==> src/rtl/upcount.sv <==
// -----------------------------------------------------------------------------
// upcount -- parameterised binary up-counter
//
// A generic leaf counter for event/cycle counting, timers and address
// generation. One register bank plus next-state logic, no combinational path
// from any input to Q.
//
// Parameters:
//   WIDTH   bit width of the load value R and the count Q (minimum 1)
//
// Ports (order fixed for positional instantiation):
//   R       in   WIDTH  parallel load value, sampled on the rising Clock edge
//   Resetn  in   1      asynchronous active-low reset, clears Q immediately
//   Clock   in   1      system clock, all non-reset state changes on rising edge
//   E       in   1      count enable, active high
//   L       in   1      synchronous parallel load, active high, wins over E
//   Q       out  WIDTH  current count, driven straight from the register
// -----------------------------------------------------------------------------
module upcount #(
  parameter int WIDTH = 4
) (
  input  logic [WIDTH-1:0] R,
  input  logic             Resetn,
  input  logic             Clock,
  input  logic             E,
  input  logic             L,
  output logic [WIDTH-1:0] Q
);

  logic [WIDTH-1:0] count;

  // Load has priority over enable. Written as if/else on L then E so that an
  // unknown control value falls through to the "not taken" branch. The
  // increment is plain WIDTH-bit unsigned arithmetic: the carry-out is
  // dropped, so all ones wraps to zero.
  always_ff @(posedge Clock or negedge Resetn) begin
    if (!Resetn) begin
      count <= '0;
    end else if (L) begin
      count <= R;
    end else if (E) begin
      count <= count + 1'b1;
    end
  end

  assign Q = count;

endmodule

==> config.mk <==
export PLATFORM = sky130hd
export DESIGN_NAME = upcount
export DESIGN_NICKNAME = d
export VERILOG_FILES = /design/src/rtl/upcount.sv
export SDC_FILE = /design/constraint.sdc
export NUM_CORES = 1
export LEC_CHECK = 0
export ABC_AREA = 1
export BUFFER_PORTS_ARGS = -buffer_cell sky130_fd_sc_hd__buf_2
export CORE_AREA = 4 4 41 43
export DETAILED_ROUTE_END_ITERATION = 10
export DIE_AREA = 0 0 45 47
export PLACE_DENSITY_LB_ADDON = 0.05
export SETUP_SLACK_MARGIN = 0.1
export SYNTH_ARGS = -nofsm -noshare
export SYNTH_HDL_FRONTEND = slang
export SYNTH_SLANG_ARGS = --single-unit
==> constraint.sdc <==
create_clock -name Clock -period 2.37 [get_ports Clock]
set_clock_uncertainty 0.2 [all_clocks]
set_input_delay 0 -clock Clock [delete_from_list [all_inputs] [get_ports Clock]]
set_output_delay 0 -clock Clock [all_outputs]
set_load 0.01 [all_outputs]
==> results of run 1 <==
through the flow:
step | power, uW | std cells | worst slack, ps | cell area [um^2]
2_1_floorplan | 110 | 27 | 1200 | 219
3_3_place_gp | 132 | 53 | 1190 | 293
3_5_place_dp | 132 | 53 | 1180 | 293
4_1_cts | 248 | 72 | 209 | 475
5_1_grt | 263 | 72 | 132 | 475
6_report | 243 | 72 | 198 | 475
final timing paths:
kind | endpoint | from | depth (start not counted)
worst min register to register | Q[2]$_DFFE_PN0P_ | Q[2]$_DFFE_PN0P_ | 2
min in group Clock | Q[2]$_DFFE_PN0P_ | Q[2]$_DFFE_PN0P_ | 2
worst min-delay path | Q[2]$_DFFE_PN0P_ | Resetn | 3
max in group asynchronous | Q[1]$_DFFE_PN0P_ | Resetn | 3
worst max register to register | Q[3]$_DFFE_PN0P_ | Q[3]$_DFFE_PN0P_ | 4
worst max-delay path | Q[3]$_DFFE_PN0P_ | E | 7
power groups by stage:
stage	registers, uW	logic, uW	clock network, uW
2_1_floorplan	91.0	18.6	0
3_3_place_gp	88.5	43.2	0
3_5_place_dp	89.1	42.5	0
4_1_cts	88.4	68.5	90.9
5_1_grt	90.5	76.5	95.6
6_report	88.8	67.8	85.9
logic make-up after synthesis:
| family | synth area share, % |
|---|---|
| adder cells (fa/ha/maj) | 5.71 |
| buffers and inverters | 5.14 |
| flip-flops | 45.7 |
| AND/OR/NAND/NOR | 26.9 |
| XOR/XNOR | 4.00 |
| AO/OA/AOI/OAI | 12.6 |
area by class of cell:
type                       count  area, um^2
sequential                     4         100
fill                         152         826
inverter                       3        11.3
tap                           15        18.8
timing repair buffer          27         215
multi-input combinational     20         108
clock buffer                   3        22.5
routing by layer:
layer  global-route usage, %  up-vias  part of all wire (%)
li1                        -      152                     -
met1                    8.03      133                    41
met2                    12.4       10                    47
met3                    4.21        2                   9.7
met4                    7.02        0                   2.2
met5                       0        -                     0
synthesized netlist by cell type:
| cell type | instances |
|---|---|
| nand3_1 | 3 |
| a21boi_1 | 1 |
| a22oi_1 | 1 |
| nor2_1 | 1 |
| nand4_1 | 1 |
| o211ai_1 | 1 |
| ha_1 | 1 |
| xnor2_1 | 1 |
| o21ai_0 | 1 |
| inv_1 | 3 |
| nand2_1 | 9 |
| dfrtp_1 | 4 |
critical path, cell delays in order:
cell and delay, ps:
dlygate4sd3_1 520, buf_2 120, nor2_1 220, a22oi_1 100
dlygate4sd3_1 570, nand2_1 60, dlygate4sd3_1 530
==> metrics.md, run 1 <==
| Metric | Value |
|---|---|
| Hold Buf Count CTS | 16 |
| Layout cells sized above 1 | 24.6% |
| Sequential share of power | 36.6% |
| Sequential area share after synthesis | 45.7% |
| Seq cells post-synth | 4 |
| Initial antenna violation count | 0 |
| Clk buf depth | 2 |
| Post-synth top area cell | dfrtp_1 |
| RSZ-0062 raised after global routing | no |
| Setup_tns | 0 ps |
| Clock transition at path regs | ~40 ps |
| Synthesized area per cell | 8.11 um^2 |
| DR WL/cell | roughly 9.6 um |
| Area growth, synth to finish | 117% |
| Global-route wire length before repair | 1.15 mm |
| Fin util | 36.5% |
| Power per cell area | about 510 nW/um^2 |
| Root Buffer | clkbuf_4 |
| Hold Fails Final Rpt | 0 |
| Final Setup Violations | 0 |
| Antenna viol nets, final | 0 |
| Die width | 45 um |
| Commonest non-fill, non-tap cells in the layout | dlygate4sd3_1 (16), buf_2 (11), nand2_1 (9) |
| GPL Wtd Cong | 0.728 |
| Tmin final | 2170 ps |
| First-pass DRT Iterations | 4 |
| Syn nets | 36 |
| Largest net degree at the start of global routing | 7 |
| Leak | 0.000232 uW |
| HP Class | in2async |
| Yosys top cell area share | 45.7% |
| Diodes inserted | 0 |
| Sw power | 65.9 uW |
| Port Buffer Count | 11 |
| Number of global-route vias before repair | ~290 |
| WL final | 691 um |
| GRT Resource Usage Total | 8.08% |
| Via density | 4.13 |
| Max reg flops | 4 |
| CP max FO | 4 |
| Ys Warns | 0 |
| Sw Ratio | 27.2% |
| Die Y | 47 um |
| Clk Latency, worst-skew pair | approximately 240 ps |
| Worst-margin pin slew | between 200 and 300 ps |
| Post-synth cell types | 12 |
| Initial Util | 16.8% |
| Row count | 13 |
| Clock share of power | a little over a third |
| Max Cap Viol | 0 |
| Internal | 177 uW |
| Post-CTS Setup Inserts | 0 |
| CP Data Required Time | between 2000 and 2500 ps |
| Max frequency | 460 MHz |
| Clock sink count | 4 |
| Crit. End Element | flop |
| TritonCTS buffer count | 3 |
| Grt total ovfl | 0 |
| Relative slew slack | 81.6% |
| Fin crit share | approximately nine tenths |
| Final slew viol count | 0 |
| CTS tree | yes |
| Post_cts resized | 0 |
| Core ar. | approximately 1300 um^2 |
| Nets@finish | 68 |
| I/O pins | 12 |
| Most common cell after layout, fill and taps aside | dlygate4sd3_1 |
| Status | finished, final reports clean |
| Worst ir drop on vdd | 182 uV |
| Area of the mapped netlist | 219 um^2 |
| Crit start category | primary input |
| Dpl hpwl | approximately 470 um |
| Syn Inst Count | 27 |
| Setup slack, reg-to-reg | 320 ps |
| Combinational fraction of design power | approximately 28% |
| Critical path class | in2reg |
| # DRC | 0 |
| Final hold slack | 460 ps |
| Largest cells by area after synthesis | dfrtp_1 (46%), nand2_1 (15%), nand3_1 (6.9%), ha_1 (5.7%), inv_1 (5.1%) |
| Htree depth | 1 |
| Total number of vias | about 300 |
| CP arrival | 2140 ps |
| Drt initial violations | 5 |
| Die ar. | 2120 um^2 |
(Power assumes the default switching activity.)
==> run 2, diff against run 1 <==
--- a/config.mk
+++ b/config.mk
@@ -5,13 +5,13 @@
 export SDC_FILE = /design/constraint.sdc
 export NUM_CORES = 1
 export LEC_CHECK = 0
-export ABC_AREA = 1
 export BUFFER_PORTS_ARGS = -buffer_cell sky130_fd_sc_hd__buf_2
 export CORE_AREA = 4 4 41 43
 export DETAILED_ROUTE_END_ITERATION = 10
 export DIE_AREA = 0 0 45 47
 export PLACE_DENSITY_LB_ADDON = 0.05
 export SETUP_SLACK_MARGIN = 0.1
+export SLEW_MARGIN = 20
 export SYNTH_ARGS = -nofsm -noshare
 export SYNTH_HDL_FRONTEND = slang
 export SYNTH_SLANG_ARGS = --single-unit
==> run 2 against run 1 <==
  * Final cell count decreased by 17%
  * Largest cell class unchanged
  * Maximum frequency up 12%
  * Clock-buffer cell count is the same
  * Critical path depth down 1
  * First-iteration DRC count shrank 60%
  * Sequential share of layout area up 2.3 points
  * Via count down 23%
  * Utilization is 3.6 points lower
  * Combinational power up 2%
  * Non-clock buffer count decreased by 3
  * Hold slack worse by 72 ps
==> metrics.md, run 2 <==
| Metric | Value |
|---|---|
| GRT Resource Usage Total | 6.98% (was 8.08%) |
| Largest family of logic cells by synthesized area | simple AND/OR/NAND/NOR gates (unchanged) |
| Most common cell after layout, fill and taps aside | dlygate4sd3_1 (unchanged) |
| Die width | 45 um (unchanged) |
| Max Cap Viol | 0 (unchanged) |
| GPL Wtd Cong | 0.619 (was 0.728) |
| Post-synth top area cell | dfrtp_1 (unchanged) |
| Final slew viol count | 0 (unchanged) |
| Syn nets | 27 (was 36) |
| Adder-cell share of the synthesized area | 6.17% (was 5.71%) |
| CP arrival | 1850 ps (was 2140 ps) |
| Clock share of power | 35.7% (was 35.4%) |
| Post_cts resized | 0 (unchanged) |
| # DRC | 0 (unchanged) |
| TritonCTS buffer count | 3 (unchanged) |
| Grt total ovfl | 0 (unchanged) |
| Worst-margin pin slew | 188 ps (was 275 ps) |
| Root Buffer | clkbuf_4 (unchanged) |
| Clock sink count | 4 (unchanged) |
| DR WL/cell | 9.88 um (was 9.60 um) |
| Total number of vias | 230 (was 297) |
| Largest net degree at the start of global routing | 8 (was 7) |
| Initial Util | 15.6% (was 16.8%) |
| Number of synthesized flops with an enable pin | 0 (unchanged) |
| Core ar. | 1300 um^2 (unchanged) |
| Antenna viol nets, final | 0 (unchanged) |
| Post-Synth Simple-Gate Area | 13.6% (was 26.9%) |
| Post-Place Worst Slack | 1090 ps (was 1180 ps) |
| Crit. End Element | flop (unchanged) |
| Max reg flops | 4 (unchanged) |
| Htree depth | 1 (unchanged) |
| RSZ-0062 raised after global routing | no (unchanged) |
| Commonest non-fill, non-tap cells in the layout | dlygate4sd3_1 (13), buf_2 (11), dfrtp_1 (4), nand2_1 (4) (was dlygate4sd3_1 (16), buf_2 (11), nand2_1 (9)) |
| Tmin final | 1930 ps (was 2170 ps) |
| Yosys top cell area share | 49.4% (was 45.7%) |
| Area of the mapped netlist | 203 um^2 (was 219 um^2) |
| Power per cell area | 567 nW/um^2 (was 510 nW/um^2) |
| Die ar. | 2120 um^2 (unchanged) |
| Via density | 3.83 (was 4.13) |
| Post-synth ARST share | 100% (unchanged) |
| Initial antenna violation count | 0 (unchanged) |
| Port Buffer Count | 11 (unchanged) |
| Post-synth cell types | 9 (was 12) |
| Post-synth top flop | dfrtp_1 (unchanged) |
| Post-CTS Setup Inserts | 0 (unchanged) |
| Relative slew slack | 87.4% (was 81.6%) |
| Synthesized area per cell | 11.3 um^2 (was 8.11 um^2) |
| Combinational fraction of design power | 28.4% (was 28.0%) |
| Sequential share of power | 35.8% (was 36.6%) |
| CTS tree | yes (unchanged) |
| Top cells by count, synth | dfrtp_1 (4), nand2_1 (4), o21ai_0 (3) (was nand2_1 (9), dfrtp_1 (4), inv_1 (3), nand3_1 (3)) |
| Clock transition at path regs | 40 ps (about the same) |
| Diodes inserted | 0 (unchanged) |
| Area growth, synth to finish | 112% (was 117%) |
| Fin crit share | 81.5% (was 91.6%) |
| CP max FO | 1 (was 4) |
| First-pass DRT Iterations | 2 (was 4) |
| WL final | 593 um (was 691 um) |
| Hold Fails Final Rpt | 0 (unchanged) |
| Clk buf depth | 2 (unchanged) |
| Global-route wire length before repair | 931 um (was 1.15 mm) |
| Number of global-route vias before repair | 223 (was 289) |
| Status | finished, final reports clean (unchanged) |
| Die Y | 47 um (unchanged) |
| Sequential area share after synthesis | 49.4% (was 45.7%) |
| Post-Synth XOR/XNOR Area | 13.0% (was 4.00%) |
| Row count | 13 (unchanged) |
| Synth Area in Compound Gates | 7.41% (was 12.6%) |
| Setup_tns | 0 ps (unchanged) |
| Sw power | 65.1 uW (was 65.9 uW) |
| HP Class | in2reg (was in2async) |
| Leak | 0.000201 uW (was 0.000232 uW) |
| Max frequency | 518 MHz (was 460 MHz) |
| Multiplexer fraction of the synthesized cell area | 10.5% (was 0%) |
| Largest cells by area after synthesis | dfrtp_1 (49%), xnor2_1 (8.6%), o21ai_0 (7.4%), nand2_1 (7.4%), ha_1 (6.2%) (was dfrtp_1 (46%), nand2_1 (15%), nand3_1 (6.9%), ha_1 (5.7%), inv_1 (5.1%)) |
| Fin util | 33.0% (was 36.5%) |
| Critical path class | in2reg (unchanged) |
| Ys Warns | 0 (unchanged) |
| Final Setup Violations | 0 (unchanged) |
| Layout cells sized above 1 | 35.6% (was 24.6%) |
| I/O pins | 12 (unchanged) |
| Sw Ratio | 26.7% (was 27.2%) |
| Setup WS post-layout | 438 ps (was 198 ps) |
| CP Data Required Time | 2290 ps (was 2340 ps) |
| Syn Inst Count | 18 (was 27) |
| Worst ir drop on vdd | 165 uV (was 182 uV) |
| Final hold slack | 388 ps (was 460 ps) |
| Nets@finish | 56 (was 68) |
| Drt initial violations | 2 (was 5) |
| Hold Buf Count CTS | 13 (was 16) |
| Crit start category | primary input (unchanged) |
| Seq cells post-synth | 4 (unchanged) |
| Internal | 178 uW (was 177 uW) |
| Clk Latency, worst-skew pair | 240 ps (about the same) |
[run 2: cell count changes in the layout (fill, tap and decap cells not counted), sizes merged, moves of 2 or more]
cell,previous run,this run
dlygate4sd3,16,13
o21ai,1,3
nand3,3,0
inv,3,0
nand2,9,4
[run 2: layout make-up]
class,count,area (um^2)
clock buffers,3,22.5
fillers,148,872
multi-input cells,14,103
flip-flops and latches,4,100
well taps,15,18.8
repair buffers,24,185
[run 2: cell families after synthesis]
family          after synthesis
simple gates                  5
flops                         4
compound gates                3
xor+xnor                      3
mux                           2
fa+ha+maj                     1
[run 2: path summary, 6_finish.rpt]
kind                       slack (ps)              from          endpoint  cells past startpoint
max                               440              R[0]  Q[0]$_DFFE_PN0P_                      6
min                               390                 L  Q[2]$_DFFE_PN0P_                      3
max reg2reg                       540  Q[0]$_DFFE_PN0P_  Q[2]$_DFFE_PN0P_                      5
min reg2reg                       950  Q[2]$_DFFE_PN0P_  Q[2]$_DFFE_PN0P_                      3
max in group asynchronous        1330            Resetn  Q[3]$_DFFE_PN0P_                      3
min in group asynchronous         470            Resetn  Q[1]$_DFFE_PN0P_                      3
[run 2: worst max-delay path, stage by stage]
cell	delay, ps
dlygate4sd3_1	530
buf_2	120
nand2_1	50
dlygate4sd3_1	530
o21ai_0	60
dlygate4sd3_1	560
[run 2: through the flow]
| stage | power (uW) | cells | area (um^2) |
|---|---|---|---|
| 2_1_floorplan | 110 | 18 | 203 |
| 3_5_place_dp | 134 | 44 | 277 |
| 5_1_grt | 262 | 60 | 429 |
| 6_report | 243 | 60 | 429 |
| 3_3_place_gp | 133 | 44 | 277 |
| 4_1_cts | 249 | 60 | 429 |
[run 2: per-layer routing]
| metal | track usage [%] | routed length [um] |
|---|---|---|
| met1 | 6.67 | 227 |
| met2 | 10.5 | 307 |
| met3 | 4.98 | 58 |
| met5 | 0 | 0 |
| met4 | 5.26 | 0 |
[run 2: power by group through the flow]
stage / clock (uW) / combinational (uW) / sequential [uW]
after floorplan: 0 / 18.2 / 92.0
after global placement: 0 / 44.9 / 87.9
after detailed placement: 0 / 45.1 / 88.6
after CTS: 92.3 / 69.2 / 87.7
after global routing: 96.8 / 76.2 / 88.6
final: 87.0 / 69.2 / 87.2
==> run 3, diff against run 2 <==
==> constraint.sdc (replaced) <==
create_clock -name Clock -period 1.6 [get_ports Clock]
set_clock_uncertainty 0.2 [all_clocks]
set_input_delay 0 -clock Clock [delete_from_list [all_inputs] [get_ports Clock]]
set_output_delay 0 -clock Clock [all_outputs]
set_load 0.01 [all_outputs]
==> run 3 against run 2 <==
  * Critical path depth shrank 1
  * Highest routed layer is now met4
  * Flip-flop and latch count is the same
  * Die area is the same
  * Clock-buffer cell count is the same
  * Design area shrank 4.1%
  * Sequential power grew 48%
  * Critical endpoint is now Q[2]$_DFFE_PN0P_
==> metrics.md, run 3 (same netlist as run 2, synthesis figures left out) <==
| Metric | Value |
|---|---|
| Power per cell area | 828 nW/um^2 (was 567 nW/um^2) |
| Post-Place Worst Slack | 343 ps (was 1090 ps) |
| Worst r2r dst | Q[2]$_DFFE_PN0P_ (unchanged) |
| Fin util | 31.6% (was 33.0%) |
| Final slew viol count | 0 (unchanged) |
| Diodes inserted | 0 (unchanged) |
| Inst Count DP | 44 (unchanged) |
| Worst-margin pin slew | 189 ps (was 188 ps) |
| Worst path max stage delay | 540 ps (was 560 ps) |
| Final Setup Violations | 0 (unchanged) |
| Total number of vias | 229 (was 230) |
| Tmin final | 1470 ps |
| RSZ-0062 raised after global routing | no (unchanged) |
| Die ar. | 2120 um^2 (unchanged) |
| Clock share of power | 36.9% (was 35.7%) |
| Fillers | 149 (was 148) |
| Placed Area | 277 um^2 (unchanged) |
| Finished Cell Area | 412 um^2 (was 429 um^2) |
| Max Cap Viol | 0 (unchanged) |
| CP max FO | 7 (was 1) |
| Area growth, synth to finish | 103% (was 112%) |
| Max frequency | 678 MHz |
| Fin crit share | between 90% and 100% |
| Initial antenna violation count | 0 (unchanged) |
| Commonest non-fill, non-tap cells in the layout | dlygate4sd3_1 (11), buf_2 (10), dfrtp_1 (4), nand2_1 (4) (was dlygate4sd3_1 (13), buf_2 (11), dfrtp_1 (4), nand2_1 (4)) |
| Combinational fraction of design power | 25.3% (was 28.4%) |
| Grt met1 use | 6.91% (was 6.67%) |
| First-pass DRT Iterations | 1 (was 2) |
| Die Y | 47 um (unchanged) |
| GPL Wtd Cong | 0.593 (was 0.619) |
| Most common cell after layout, fill and taps aside | dlygate4sd3_1 (unchanged) |
| Global-route wire length before repair | 945 um (was 931 um) |
| Max reg flops | 4 (unchanged) |
| Hold Fails Final Rpt | 0 (unchanged) |
| Relative slew slack | 87.3% (was 87.4%) |
| Clock sink count | 4 (unchanged) |
| Hold_sp | R[3] (was L) |
| Number of global-route vias before repair | 241 (was 223) |
| Sequential share of power | 37.8% (was 35.8%) |
| CP arrival | 1380 ps (was 1850 ps) |
| Clk buf depth | 2 (unchanged) |
| Die width | 45 um (unchanged) |
| TritonCTS buffer count | 3 (unchanged) |
| HP Class | in2reg (unchanged) |
| Crit start category | primary input (unchanged) |
| GR Util met2 | 9.60% (was 10.5%) |
| Crit path top cell by count | dlygate4sd3_1 (unchanged) |
| R2r startpoint | Q[0]$_DFFE_PN0P_ (unchanged) |
| Row count | 13 (unchanged) |
| I/O pins | 12 (unchanged) |
| WL final | 564 um (was 593 um) |
| GRT busiest layer | met2 (unchanged) |
| R2R depth | 4 (was 5) |
| Worst path slowest cell | dlygate4sd3_1 (unchanged) |
| Critical path class | in2reg (unchanged) |
| # DRC | 0 (unchanged) |
| Antenna viol nets, final | 0 (unchanged) |
| Crit. End Element | flop (unchanged) |
| Post-CTS Setup Inserts | 0 (unchanged) |
| Status | finished, final reports clean (unchanged) |
| Initial Util | 15.6% (unchanged) |
| Worst-path cell chain | dlygate4sd3_1, buf_4, nand2_1, dlygate4sd3_1, o21ai_0 (was dlygate4sd3_1, buf_2, nand2_1, dlygate4sd3_1, o21ai_0, dlygate4sd3_1) |
| Hold depth | 3 (unchanged) |
| Via density | 3.95 (was 3.83) |
| Drt initial violations | 0 (was 2) |
| Fin cells | 58 (was 60) |
| Setup WS post-layout | 126 ps (was 438 ps) |
| Largest net degree at the start of global routing | 8 (unchanged) |
| Internal | 251 uW (was 178 uW) |
| Clock transition at path regs | 30 ps (was 40 ps) |
| DR WL/cell | 9.72 um (was 9.88 um) |
| CP Data Required Time | 1510 ps (was 2290 ps) |
| CTS tree | yes (unchanged) |
| Root Buffer | clkbuf_4 (unchanged) |
| WHS Endpoint | Q[3]$_DFFE_PN0P_ (was Q[2]$_DFFE_PN0P_) |
| Leak | 0.000192 uW (was 0.000201 uW) |
| Sw Ratio | 26.3% (was 26.7%) |
| Setup_tns | 0 ps (unchanged) |
| Htree depth | 1 (unchanged) |
| Nets@finish | 54 (was 56) |
| Met3 usage | 6.90% (was 4.98%) |
| Port Buffer Count | 11 (unchanged) |
| Grt total ovfl | 0 (unchanged) |
| GRT Resource Usage Total | 7.22% (was 6.98%) |
| Clk Latency, worst-skew pair | 240 ps (about the same) |
| Setup slack, reg-to-reg | 330 ps (was 540 ps) |
| Worst ir drop on vdd | 420 uV (was 165 uV) |
| Sw power | 89.7 uW (was 65.1 uW) |
| Layout cells sized above 1 | 37.2% (was 35.6%) |
| Core ar. | 1300 um^2 (unchanged) |
run 3: worst max-delay path, delay by kind of cell:
family / cells / cell delay [ps]
AND/OR/NAND/NOR: 1 / 60
AO/OA/AOI/OAI: 1 / 80
buffers and inverters: 3 / 1240
run 3: power groups by stage:
stage          Combinational, uW  Clock [uW]  Sequential (uW)
6_report                    86.3         126              129
5_1_grt                     96.1         152              131
4_1_cts                     87.0         133              129
3_5_place_dp                65.9           0              131
3_3_place_gp                67.0           0              130
2_1_floorplan               27.0           0              136
run 3: how the worst max path moves through the flow:
stage | from | slack, ps | to | cells past startpoint
4_1_cts | L | 150 | Q[2]$_DFFE_PN0P_ | 5
5_1_grt | L | 110 | Q[2]$_DFFE_PN0P_ | 5
3_5_place_dp | Q[0]$_DFFE_PN0P_ | 340 | Q[2]$_DFFE_PN0P_ | 4
3_3_place_gp | Q[0]$_DFFE_PN0P_ | 340 | Q[2]$_DFFE_PN0P_ | 4
2_1_floorplan | Q[0]$_DFFE_PN0P_ | 360 | Q[1]$_DFFE_PN0P_ | 3
6_report | L | 130 | Q[2]$_DFFE_PN0P_ | 5
run 3: timing repair:
item | in CTS | in global routing
setup endpoints to repair | 0 | 1
gates resized for setup | 0 | 1
endpoints found under the hold margin | 8 | 0
hold buffers | 11 | 0
run 3: cell type report:
type / instances / area, um^2 / share of cell area, %
multi-input combinational: 14 / 103 / 24.9
timing repair buffer: 22 / 168 / 40.7
clock buffer: 3 / 22.5 / 5.47
tap: 15 / 18.8 / 4.56
sequential: 4 / 100 / 24.3
run 3: metrics by stage:
stage / hold WS [ps] / power, uW
floorplan: -496 / 163
global placement: -383 / 197
detailed placement: -386 / 197
CTS: 346 / 350
global route: 350 / 379
finish: 347 / 341
run 3: routing by layer:
| layer | part of all wire (%) | vias to the layer above |
|---|---|---|
| met2 | 47 | 8 |
| met3 | 11 | 2 |
| met1 | 41 | 107 |
| li1 | - | 112 |
| met5 | 0 | - |
| met4 | 1.4 | 0 |
